==> config.mk <==
export PLATFORM = sky130hd
export DESIGN_NAME = grab_detect_multi
export DESIGN_NICKNAME = d
export VERILOG_FILES = /design/src/rtl/grab_pkg.sv /design/src/rtl/hand_dist_pipe.sv /design/src/rtl/grab_detect_multi.sv
export SDC_FILE = /design/constraint.sdc
export NUM_CORES = 1
export LEC_CHECK = 0
export ABC_AREA = 1
export CAP_MARGIN = 20
export CORE_ASPECT_RATIO = 0.75
export CORE_MARGIN = 4
export CORE_UTILIZATION = 25
export DETAILED_ROUTE_END_ITERATION = 10
export PLACE_DENSITY = 0.5
export SYNTH_ARGS = -nofsm -noshare
export SYNTH_HDL_FRONTEND = slang
export SYNTH_HIERARCHICAL = 1
export SYNTH_SLANG_ARGS = --single-unit
==> constraint.sdc <==
create_clock -name clockin -period 6.9 [get_ports clockin]
set_clock_uncertainty 0.05 [all_clocks]
set_input_delay 0.69 -clock clockin [delete_from_list [all_inputs] [get_ports clockin]]
set_output_delay 0.69 -clock clockin [all_outputs]
set_load 0.01 [all_outputs]
==> src/rtl/grab_pkg.sv <==
// Shared widths and helpers for the multi-hand grab detector.
package grab_pkg;

  localparam int HX_W_DEF      = 11;
  localparam int VY_W_DEF      = 10;
  localparam int RADIUS_SQ_DEF = 150;
  localparam int HIT_W         = 8;   // per-hand saturating hit counter
  localparam int REL_W         = 4;   // per-hand release debounce counter

  // Squared distance width: one sign bit per axis, doubled, plus a carry.
  function automatic int dist_w(input int hx_w);
    return 2 * (hx_w + 1) + 1;
  endfunction

  // Low bit of hand idx inside a packed per-hand bus.
  function automatic int lo_bit(input int idx, input int w);
    return idx * w;
  endfunction

endpackage

==> src/rtl/hand_dist_pipe.sv <==
// One hand's two-stage squared-distance datapath: dx/dy, then dx^2+dy^2.
module hand_dist_pipe
  import grab_pkg::*;
#(
  parameter int HX_W = HX_W_DEF,
  parameter int VY_W = VY_W_DEF,
  localparam int DIST_W = 2 * (HX_W + 1) + 1
) (
  input  logic              clockin,
  input  logic              reset_n,
  input  logic [HX_W-1:0]   hcount,
  input  logic [VY_W-1:0]   vcount,
  input  logic [HX_W-1:0]   hand_x,
  input  logic [VY_W-1:0]   hand_y,
  output logic [DIST_W-1:0] dist_sq
);

  logic signed [HX_W:0]     r_dx_p1;
  logic signed [VY_W:0]     r_dy_p1;
  logic signed [2*HX_W+1:0] w_dx_ext;
  logic signed [2*HX_W+1:0] w_dx_sq;
  logic signed [2*VY_W+1:0] w_dy_ext;
  logic signed [2*VY_W+1:0] w_dy_sq;
  logic [DIST_W-1:0]        r_dist_p2;

  // Squares are computed at full product width so the far corner cannot wrap.
  assign w_dx_ext = {{(HX_W+1){r_dx_p1[HX_W]}}, r_dx_p1};
  assign w_dy_ext = {{(VY_W+1){r_dy_p1[VY_W]}}, r_dy_p1};
  assign w_dx_sq  = w_dx_ext * w_dx_ext;
  assign w_dy_sq  = w_dy_ext * w_dy_ext;

  // Stage 1: signed per-axis offsets from the hand.
  always_ff @(posedge clockin or negedge reset_n) begin
    if (!reset_n) begin
      r_dx_p1 <= '0;
      r_dy_p1 <= '0;
    end else begin
      r_dx_p1 <= signed'({1'b0, hcount} - {1'b0, hand_x});
      r_dy_p1 <= signed'({1'b0, vcount} - {1'b0, hand_y});
    end
  end

  // Stage 2: unsigned squared distance (both squares are non-negative).
  always_ff @(posedge clockin or negedge reset_n) begin
    if (!reset_n) begin
      r_dist_p2 <= '0;
    end else begin
      r_dist_p2 <= {1'b0, $unsigned(w_dx_sq)} + DIST_W'($unsigned(w_dy_sq));
    end
  end

  assign dist_sq = r_dist_p2;

endmodule

==> src/rtl/grab_detect_multi.sv <==
// Per-pixel hold/hand overlap detector for NUM_HANDS hands with per-frame
// grab/vibrate commit on the (0,0) pixel, release debounce and a 3-cycle
// latency-matched sideband passthrough.
module grab_detect_multi
  import grab_pkg::*;
#(
  parameter int NUM_HANDS      = 2,
  parameter int HX_W           = HX_W_DEF,
  parameter int VY_W           = VY_W_DEF,
  parameter int RADIUS_SQ      = RADIUS_SQ_DEF,
  parameter int MIN_HITS       = 1,
  parameter int RELEASE_FRAMES = 1,
  parameter int SIDEBAND_W     = 3
) (
  input  logic                      clockin,
  input  logic                      reset_n,
  input  logic [HX_W-1:0]           hcount,
  input  logic [VY_W-1:0]           vcount,
  input  logic                      existsin,
  input  logic [SIDEBAND_W-1:0]     sideband_in,
  input  logic [NUM_HANDS*HX_W-1:0] hand_x,
  input  logic [NUM_HANDS*VY_W-1:0] hand_y,
  input  logic [NUM_HANDS-1:0]      hand_grab,
  output logic                      existsout,
  output logic [SIDEBAND_W-1:0]     sideband_out,
  output logic [NUM_HANDS-1:0]      grabbed,
  output logic [NUM_HANDS-1:0]      vibrate,
  output logic                      frame_done
);

  localparam int DIST_W = dist_w(HX_W);
  localparam logic [DIST_W-1:0] RAD_V  = DIST_W'(RADIUS_SQ);
  localparam logic [HIT_W-1:0]  MIN_V  = HIT_W'(MIN_HITS);
  localparam logic [REL_W:0]    REL_V  = (REL_W + 1)'(RELEASE_FRAMES);

  logic                  r_exists_p1, r_exists_p2, r_exists_p3;
  logic                  r_fm_p1, r_fm_p2;
  logic [NUM_HANDS-1:0]  r_grab_p1, r_grab_p2;
  logic [SIDEBAND_W-1:0] r_sb_p1, r_sb_p2, r_sb_p3;
  logic                  r_frame_done;
  logic [NUM_HANDS-1:0]  r_grabbed, r_vibrate, r_hover;
  logic [HIT_W-1:0]      r_hits [NUM_HANDS];
  logic [REL_W-1:0]      r_rel  [NUM_HANDS];

  logic [DIST_W-1:0]     w_dist     [NUM_HANDS];
  logic [REL_W:0]        w_rel_next [NUM_HANDS];
  logic [NUM_HANDS-1:0]  w_hit, w_contact, w_rel_done;
  logic                  w_fm;

  assign w_fm = (hcount == '0) && (vcount == '0);

  for (genvar i = 0; i < NUM_HANDS; i++) begin : g_hand
    hand_dist_pipe #(
      .HX_W (HX_W),
      .VY_W (VY_W)
    ) u_pipe (
      .clockin (clockin),
      .reset_n (reset_n),
      .hcount  (hcount),
      .vcount  (vcount),
      .hand_x  (hand_x[lo_bit(i, HX_W) +: HX_W]),
      .hand_y  (hand_y[lo_bit(i, VY_W) +: VY_W]),
      .dist_sq (w_dist[i])
    );

    assign w_hit[i]      = r_exists_p2 && (w_dist[i] < RAD_V);
    assign w_contact[i]  = (r_hits[i] >= MIN_V);
    assign w_rel_next[i] = {1'b0, r_rel[i]} + 1'b1;
    assign w_rel_done[i] = (w_rel_next[i] >= REL_V);
  end

  // Stages 1-3: control/sideband pipeline aligned with the distance datapath.
  always_ff @(posedge clockin or negedge reset_n) begin
    if (!reset_n) begin
      r_exists_p1 <= 1'b0;
      r_exists_p2 <= 1'b0;
      r_exists_p3 <= 1'b0;
      r_fm_p1     <= 1'b0;
      r_fm_p2     <= 1'b0;
      r_grab_p1   <= '0;
      r_grab_p2   <= '0;
      r_sb_p1     <= '0;
      r_sb_p2     <= '0;
      r_sb_p3     <= '0;
    end else begin
      r_exists_p1 <= existsin;
      r_exists_p2 <= r_exists_p1;
      r_exists_p3 <= r_exists_p2;
      r_fm_p1     <= w_fm;
      r_fm_p2     <= r_fm_p1;
      r_grab_p1   <= hand_grab;
      r_grab_p2   <= r_grab_p1;
      r_sb_p1     <= sideband_in;
      r_sb_p2     <= r_sb_p1;
      r_sb_p3     <= r_sb_p2;
    end
  end

  // Stage 3: accumulate hits/hover, and commit per-hand results on the marker.
  always_ff @(posedge clockin or negedge reset_n) begin
    if (!reset_n) begin
      r_grabbed    <= '0;
      r_vibrate    <= '0;
      r_hover      <= '0;
      r_frame_done <= 1'b0;
      for (int i = 0; i < NUM_HANDS; i++) begin
        r_hits[i] <= '0;
        r_rel[i]  <= '0;
      end
    end else begin
      r_frame_done <= r_fm_p2;
      for (int i = 0; i < NUM_HANDS; i++) begin
        if (r_fm_p2) begin
          // Commit uses last frame's totals; the marker pixel opens the new frame.
          if (r_grab_p2[i]) begin
            r_rel[i]     <= '0;
            r_grabbed[i] <= r_grabbed[i] | w_contact[i];
          end else if (w_rel_done[i]) begin
            r_rel[i]     <= '0;
            r_grabbed[i] <= 1'b0;
          end else if (r_rel[i] != '1) begin
            r_rel[i]     <= r_rel[i] + 1'b1;
          end
          r_vibrate[i] <= r_hover[i];
          r_hits[i]    <= (r_grab_p2[i] && w_hit[i]) ? HIT_W'(1) : '0;
          r_hover[i]   <= !r_grab_p2[i] && w_hit[i];
        end else if (r_grab_p2[i]) begin
          if (w_hit[i] && (r_hits[i] != '1)) begin
            r_hits[i] <= r_hits[i] + 1'b1;
          end
        end else if (w_hit[i]) begin
          r_hover[i] <= 1'b1;
        end
      end
    end
  end

  assign existsout    = r_exists_p3;
  assign sideband_out = r_sb_p3;
  assign grabbed      = r_grabbed;
  assign vibrate      = r_vibrate;
  assign frame_done   = r_frame_done;

endmodule

==> results of run 1 <==
==> per-layer routing <==
layer / vias up / part of all wire / wire [um] / GRT usage
li1: 10900 / - / - / -
met2: 295 / 0.40 / 29400 / 0.187
met4: 0 / 0.0098 / 716 / 0.0226
met1: 10400 / 0.55 / 40000 / 0.202
met3: 39 / 0.041 / 2970 / 0.0212
met5: - / 0 / 0 / 0
==> what timing repair did <==
item / 4_1_cts / 5_1_grt
endpoints found under the setup margin: 0 / 11
buffers inserted: 0 / 3
gates resized for setup: 0 / 16
==> how the worst max path moves through the flow <==
stage | slack (ps) | start | to | depth (start not counted)
6_report | 310 | g_hand[0].u_pipe/r_dx_p1[2] | g_hand[0].u_pipe/dist_sq[22] | 27
5_1_grt | 10 | g_hand[1].u_pipe/r_dy_p1[10] | g_hand[1].u_pipe/dist_sq[24] | 28
4_1_cts | 170 | g_hand[0].u_pipe/r_dy_p1[10] | g_hand[0].u_pipe/dist_sq[19] | 25
3_5_place_dp | 220 | g_hand[0].u_pipe/r_dy_p1[10] | g_hand[0].u_pipe/dist_sq[19] | 25
3_3_place_gp | 80 | g_hand[0].u_pipe/r_dx_p1[5] | g_hand[0].u_pipe/dist_sq[19] | 27
2_1_floorplan | 830 | g_hand[0].u_pipe/r_dy_p1[2] | g_hand[0].u_pipe/dist_sq[23] | 31
==> sequential cells by signal, indices dropped and copies added (netlist names) <==
signal                 count
existsout                  1
r_grab_p1                  2
r_exists_p1                1
vibrate                    2
grabbed                    2
r_sb_p1                    3
g_hand.u_pipe/dist_sq     48
r_hover                    2
sideband_out               3
r_fm_p1                    1
r_grab_p2                  2
g_hand.u_pipe/r_dx_p1     24
r_rel                      8
r_exists_p2                1
frame_done                 1
g_hand.u_pipe/r_dy_p1     22
r_fm_p2                    1
r_hits                    16
r_sb_p2                    3
==> area by class of cell <==
cell class                      count  area, um^2  share of cell area
Multi-Input combinational cell   2378       21100               0.654
Inverter                         1023        3840               0.119
Sequential cell                   143        3590               0.111
Tap cell                         1526        1910              0.0592
Timing Repair Buffer              140        1250              0.0387
Clock buffer                       17         425              0.0132
Clock inverter                     15         148             0.00457
Antenna cell                        1        2.50           0.0000775
==> per-stage QoR <==
step	instance area (um^2)	hold slack, ps	setup WS, ps	util	std cells
after global routing	32300	287	10.3	0.284	5242
after detailed placement	31600	286	217	0.278	5207
final	32300	219	309	0.284	5243
after global placement	31600	282	80.7	0.278	5207
after CTS	32200	228	172	0.283	5239
after floorplan	28700	281	831	-	3594
==> layout by cell type, fill, tap and decap left out, drive strengths merged, types with 2 or more instances in the layout <==
| master | instances |
|---|---|
| inv | 1028 |
| nand2 | 735 |
| fa | 449 |
| ha | 310 |
| nor2 | 206 |
| a21oi | 151 |
| dfrtp | 143 |
| xor2 | 118 |
| nand3 | 115 |
| clkdlybuf4s50 | 78 |
| buf | 62 |
| o21ai | 62 |
| xnor2 | 55 |
| nand4 | 52 |
| nor3 | 29 |
| clkbuf | 17 |
| a21o | 14 |
| o21bai | 13 |
| or2 | 13 |
| a31oi | 11 |
| nor4 | 7 |
| o21a | 6 |
| o211ai | 6 |
| and2 | 6 |
| clkinv | 6 |
| o31ai | 4 |
| a21boi | 4 |
| clkinvlp | 3 |
| nand3b | 3 |
| o22ai | 2 |
| a31o | 2 |
| o211a | 2 |
==> impl_metrics.sql, run 1 <==
INSERT INTO impl_metrics (metric_group, metric, value, unit) VALUES
('clock_network', 'clkTransAtPathRegs', '70', 'ps'),
('setup_path', 'critPathBufInv', '7', ''),
('layout', 'nets_finish', '4533', ''),
('clock_network', 'cts_sinks', '143', ''),
('placed_design', 'place.port_buffers', '79', ''),
('die', 'core', '114000', 'um^2'),
('die', 'initial_utilization', '0.252', ''),
('die', 'placementRows', '107', ''),
('sta', 'timing.setup.tns', '0', 'ps'),
('yosys', 'syn-cell-area', '28700', 'um^2'),
('setup_path', 'end_kind', 'register', ''),
('detailed_routing', 'totalWireLength', '73100', 'um'),
('sta', 'hold_violations', '0', ''),
('yosys', 'synthCells', '3594', ''),
('setup_path', 'timing.critical_path.fanout_max', '9', ''),
('setup_path', 'critical_path.top_delay_family', 'adder cells', ''),
('setup_path', 'reg2reg_slack', '310', 'ps'),
('yosys', 'syn-mean-instance-area', '7.99', 'um^2'),
('layout', 'final_layout_size_suffix_gt1_frac', '0.0579', ''),
('clock_network', 'clock_buffer_count_from_cts', '17', ''),
('detailed_routing', 'drt_first_pass_iters', '5', ''),
('setup_path', 'rr_startpoint', 'g_hand[0].u_pipe/r_dx_p1[2]', ''),
('sta', 'maxSlewViolCount', '0', ''),
('placed_design', 'detailed_place_hpwl', '64300', 'um'),
('detailed_routing', 'post_drt_wl_per_cell', '13.9', 'um'),
('detailed_routing', 'vias_per_cell', '4.12', ''),
('sta', 'layout_worst_path_cycle_share', '0.955', ''),
('sta', 'worst_pin_slew', '926', 'ps'),
('clock_network', 'cts-hold-fix-buffers', '0', ''),
('grt', 'grt_pass1_wl', '123000', 'um'),
('setup_path', 'crit_slowest_cell', 'fa_1', ''),
('sta', 'maxClockFrequency', '152', 'MHz'),
('layout', 'fillCellCount', '12400', ''),
('setup_path', 'critical-path-max-stage-delay', '550', 'ps'),
('setup_path', 'worst-endpoint-required', '7230', 'ps'),
('min_path', 'hp_class', 'input pin to async pin', ''),
('yosys', 'mappedNetlistNets', '4424', ''),
('clock_network', 'cts-root-to-sink-buffers', '2', ''),
('yosys', 'total_of_warnings_raised_by_yosys', '6', ''),
('die', 'dieHeight', '301', 'um'),
('setup_path', 'worst_r2r_endpoint', 'g_hand[0].u_pipe/dist_sq[22]', ''),
('detailed_routing', 'vias', '21600', ''),
('detailed_routing', 'dr.first_iter.drc_count', '1224', ''),
('grt', 'grt_max_degree', '87', ''),
('flow_run', 'cap_viol_max_count', '0', ''),
('die', 'top_level_ports', '80', ''),
('layout', 'area_delta_synth_final', '12.5', '%'),
('clock_network', 'clock_insertion_delay_worst_skew', '500', 'ps'),
('run_status', 'status', 'complete, no violations', ''),
('setup_path', 'worstSetupStartpointType', 'register', ''),
('sta', 'setup_viol', '0', ''),
('clock_network', 'tritoncts', 'yes', ''),
('detailed_routing', 'antenna_violating_nets_post_route', '0', ''),
('sta', 'grt_setup_unrepaired', 'false', ''),
('setup_path', 'path_class', 'register to register', ''),
('grt', 'grt_pass1_vias', '22800', ''),
('placed_design', 'gpl.final_weighted_congestion', '0.855', ''),
('clock_network', 'htree_levels', '4', ''),
('detailed_routing', 'post-route-drc-count', '0', ''),
('setup_path', 'critical_path_data_arrival_time', '6920', 'ps'),
('sta', 'timing.slew.headroom', '0.379', ''),
('sta', 'period_minus_slack', '6590', 'ps'),
('die', 'dieWidth', '399', 'um'),
('grt', 'initial_antenna_violation_count', '7', ''),
('die', 'floorplan.die_area', '120000', 'um^2'),
('grt', 'overflow_left_after_global_routing', '0', ''),
('setup_path', 'cell_count_of_the_worst_reg_to_reg_path', '27', ''),
('grt', 'gr-usage-all-layers', '0.129', ''),
('clock_network', 'clock-root-buffer', 'clkbuf_16', '');
Power of run 1 is not shown: default switching activity piles up to over one toggle a cycle in this logic, so the estimate is an artifact.
==> run 2, diff against run 1 <==
Settings changed: CORE_MARGIN 4 to 1, CORE_UTILIZATION 25 to 30, PLACE_DENSITY 0.5 to 0.56, TNS_END_PERCENT set to 100.
==> run 2 against run 1 <==
  * Non-clock buffer count is 28 lower
  * Hold slack lost 140 ps
  * Register-to-register slack better by 60 ps
  * Maximum frequency is 0.89% higher
  * Routed wire length decreased by 2.6%
  * Critical path type unchanged
  * First-iteration DRC count increased by 27%
  * Sequential cell count unchanged
  * Core utilization rose by 5.3 points
  * Via count barely moved
==> impl_metrics.sql, run 2 (synthesis gave the netlist of run 1 again) <==
INSERT INTO impl_metrics (metric_group, metric, value, unit) VALUES
('detailed_routing', 'vias_per_cell', '4.38', ''),
('setup_path', 'cell_count_of_the_worst_reg_to_reg_path', '24', ''),
('setup_path', 'crit_path_cell_trace', 'nand2_1, inv_1, fa_1, inv_1, fa_1, fa_1, inv_1, fa_1, inv_1, fa_1, inv_1, ha_1, a21oi_1, o21ai_0, a31oi_1, nand2_1, xor2_1, inv_1, ha_1, a21oi_1, o21ai_0, a21oi_1, nand3_1, xor2_1', ''),
('sta', 'timing.slew.headroom', '0.381', ''),
('clock_network', 'cts-root-to-sink-buffers', '2', ''),
('sta', 'hold_violations', '0', ''),
('die', 'top_level_ports', '80', ''),
('detailed_routing', 'totalWireLength', '71200', 'um'),
('die', 'core', '94100', 'um^2'),
('layout', 'final_layout_size_suffix_gt1_frac', '0.0472', ''),
('setup_path', 'critical-path-max-stage-delay', '690', 'ps'),
('setup_path', 'reg2reg_slack', '370', 'ps'),
('layout', 'most-common-layout-cells', 'inv_1, nand2_1, fa_1', ''),
('layout', 'area_delta_synth_final', '10.3', '%'),
('setup_path', 'crit_slowest_cell', 'fa_1', ''),
('die', 'initial_utilization', '0.305', ''),
('run_status', 'status', 'complete, no violations', ''),
('setup_path', 'timing.critical_path.fanout_max', '10', ''),
('grt', 'grt_pass1_vias', '22100', ''),
('layout', 'largest_register_ff_count', '48', ''),
('sta', 'timing.setup.tns', '0', 'ps'),
('sta', 'worst_pin_slew', '923', 'ps'),
('layout', 'storage_element_area', '3590', 'um^2'),
('detailed_routing', 'antenna_violating_nets_post_route', '0', ''),
('die', 'dieWidth', '359', 'um'),
('grt', 'grt_max_degree', '54', ''),
('placed_design', 'detailed_place_hpwl', '62300', 'um'),
('sta', 'grt_setup_unrepaired', 'false', ''),
('setup_path', 'rr_startpoint', 'g_hand[0].u_pipe/r_dy_p1[6]', ''),
('setup_path', 'worstSetupStartpointType', 'register', ''),
('sta', 'maxSlewViolCount', '0', ''),
('grt', 'initial_antenna_violation_count', '5', ''),
('detailed_routing', 'dr.first_iter.drc_count', '1559', ''),
('grt', 'overflow_left_after_global_routing', '0', ''),
('clock_network', 'clkTransAtPathRegs', '80', 'ps'),
('layout', 'area_occupied_by_multi_input_gates', '21100', 'um^2'),
('clock_network', 'tritoncts', 'yes', ''),
('die', 'floorplan.die_area', '96900', 'um^2'),
('setup_path', 'critical-path-top-cell-by-count', 'inv_1', ''),
('grt', 'gr-usage-all-layers', '0.156', ''),
('placed_design', 'gpl.final_weighted_congestion', '0.884', ''),
('clock_network', 'htree_levels', '4', ''),
('detailed_routing', 'vias', '21600', ''),
('flow_run', 'cap_viol_max_count', '0', ''),
('clock_network', 'clock_buffer_count_from_cts', '17', ''),
('detailed_routing', 'post-route-drc-count', '0', ''),
('clock_network', 'clock_insertion_delay_worst_skew', '490', 'ps'),
('detailed_routing', 'drt_first_pass_iters', '6', ''),
('clock_network', 'cts_sinks', '143', ''),
('sta', 'maxClockFrequency', '153', 'MHz'),
('min_path', 'hp_class', 'input pin to async pin', ''),
('detailed_routing', 'post_drt_wl_per_cell', '14.4', 'um'),
('placed_design', 'place.port_buffers', '79', ''),
('sta', 'period_minus_slack', '6530', 'ps'),
('die', 'dieHeight', '270', 'um'),
('layout', 'nets_finish', '4505', ''),
('layout', 'fillCellCount', '9904', ''),
('layout', 'mostFrequentLayoutCell', 'inv_1', ''),
('sta', 'layout_worst_path_cycle_share', '0.947', ''),
('setup_path', 'worst-endpoint-required', '7190', 'ps'),
('clock_network', 'clock-root-buffer', 'clkbuf_16', ''),
('setup_path', 'critical_path_data_arrival_time', '6820', 'ps'),
('setup_path', 'end_kind', 'register', ''),
('setup_path', 'setup.worst_path.start', 'g_hand[0].u_pipe/r_dy_p1[6]', ''),
('sta', 'setup_viol', '0', ''),
('die', 'placementRows', '97', ''),
('setup_path', 'path_class', 'register to register', ''),
('grt', 'grt_pass1_wl', '119000', 'um');
==> run 2: cell types whose count changed in the layout (fill, tap and decap cells not counted), sizes merged <==
cell	delta
inv	-4
clkinvlp	+2
clkbuf	+5
buf	-28
diode	+3
clkinv	-3
==> run 2: critical path: cells and delay by family, from the launching register on <==
kind / cells / cell delay (ps)
adder cells (fa/ha/maj): 7 / 3490
AO/OA/AOI/OAI: 6 / 1110
flip-flops: 1 / 560
AND/OR/NAND/NOR: 3 / 440
buffers and inverters: 6 / 400
XOR/XNOR: 2 / 320
==> run 2: layout make-up <==
cell class,count,area share
clock inverter,10,0.00328
sequential,143,0.113
tap,1237,0.0489
clock buffer,22,0.0140
multi-input combinational,2378,0.666
antenna,4,0.000316
inverter,1023,0.121
timing repair buffer,112,0.0328
==> run 2: what timing repair did <==
action	in CTS	in global routing
hold buffers	0	0
endpoints found under the setup margin	0	12
setup buffers	0	2
resized for setup	0	9
==> run 2: per-stage QoR <==
| stage | cell area (um^2) | setup slack, ps | util | instances | hold WS, ps |
|---|---|---|---|---|---|
| 2_1_floorplan | 28700 | 831 | - | 3594 | 281 |
| 3_3_place_gp | 31100 | 266 | 0.330 | 4891 | 282 |
| 3_5_place_dp | 31100 | 228 | 0.330 | 4891 | 286 |
| 4_1_cts | 31600 | 137 | 0.336 | 4923 | 72.0 |
| 5_1_grt | 31700 | 8.57 | 0.337 | 4925 | 83.7 |
| 6_report | 31700 | 368 | 0.337 | 4929 | 77.9 |
==> run 2: path summary, 6_finish.rpt <==
kind                                           endpoint
max                        g_hand[0].u_pipe/dist_sq[20]
min                         g_hand[1].u_pipe/r_dy_p1[7]
max reg2reg                g_hand[0].u_pipe/dist_sq[20]
min reg2reg                                 r_exists_p2
max in group asynchronous  g_hand[0].u_pipe/dist_sq[19]
min in group clockin                        r_exists_p2
==> run 2: metal layers <==
metal	track usage	part of all wire	vias up	wire length, um
met5	0	0	-	0
met4	0.0222	0.0060	0	426
met3	0.0390	0.080	25	5720
met2	0.221	0.40	487	28200
met1	0.238	0.52	10200	36800
li1	-	-	10900	-
Power of run 2 is left out for the same reason.
==> run 3, diff against run 2 <==
--- a/constraint.sdc
+++ b/constraint.sdc
@@ -3,3 +3,3 @@
 set_input_delay 0.69 -clock clockin [delete_from_list [all_inputs] [get_ports clockin]]
 set_output_delay 0.69 -clock clockin [all_outputs]
-set_load 0.01 [all_outputs]
+set_load 0.05 [all_outputs]
==> results of run 3 <==
Same layout as run 2: the final DEF is identical, and so are final timing and power.
Power of run 3 is left out for the same reason.
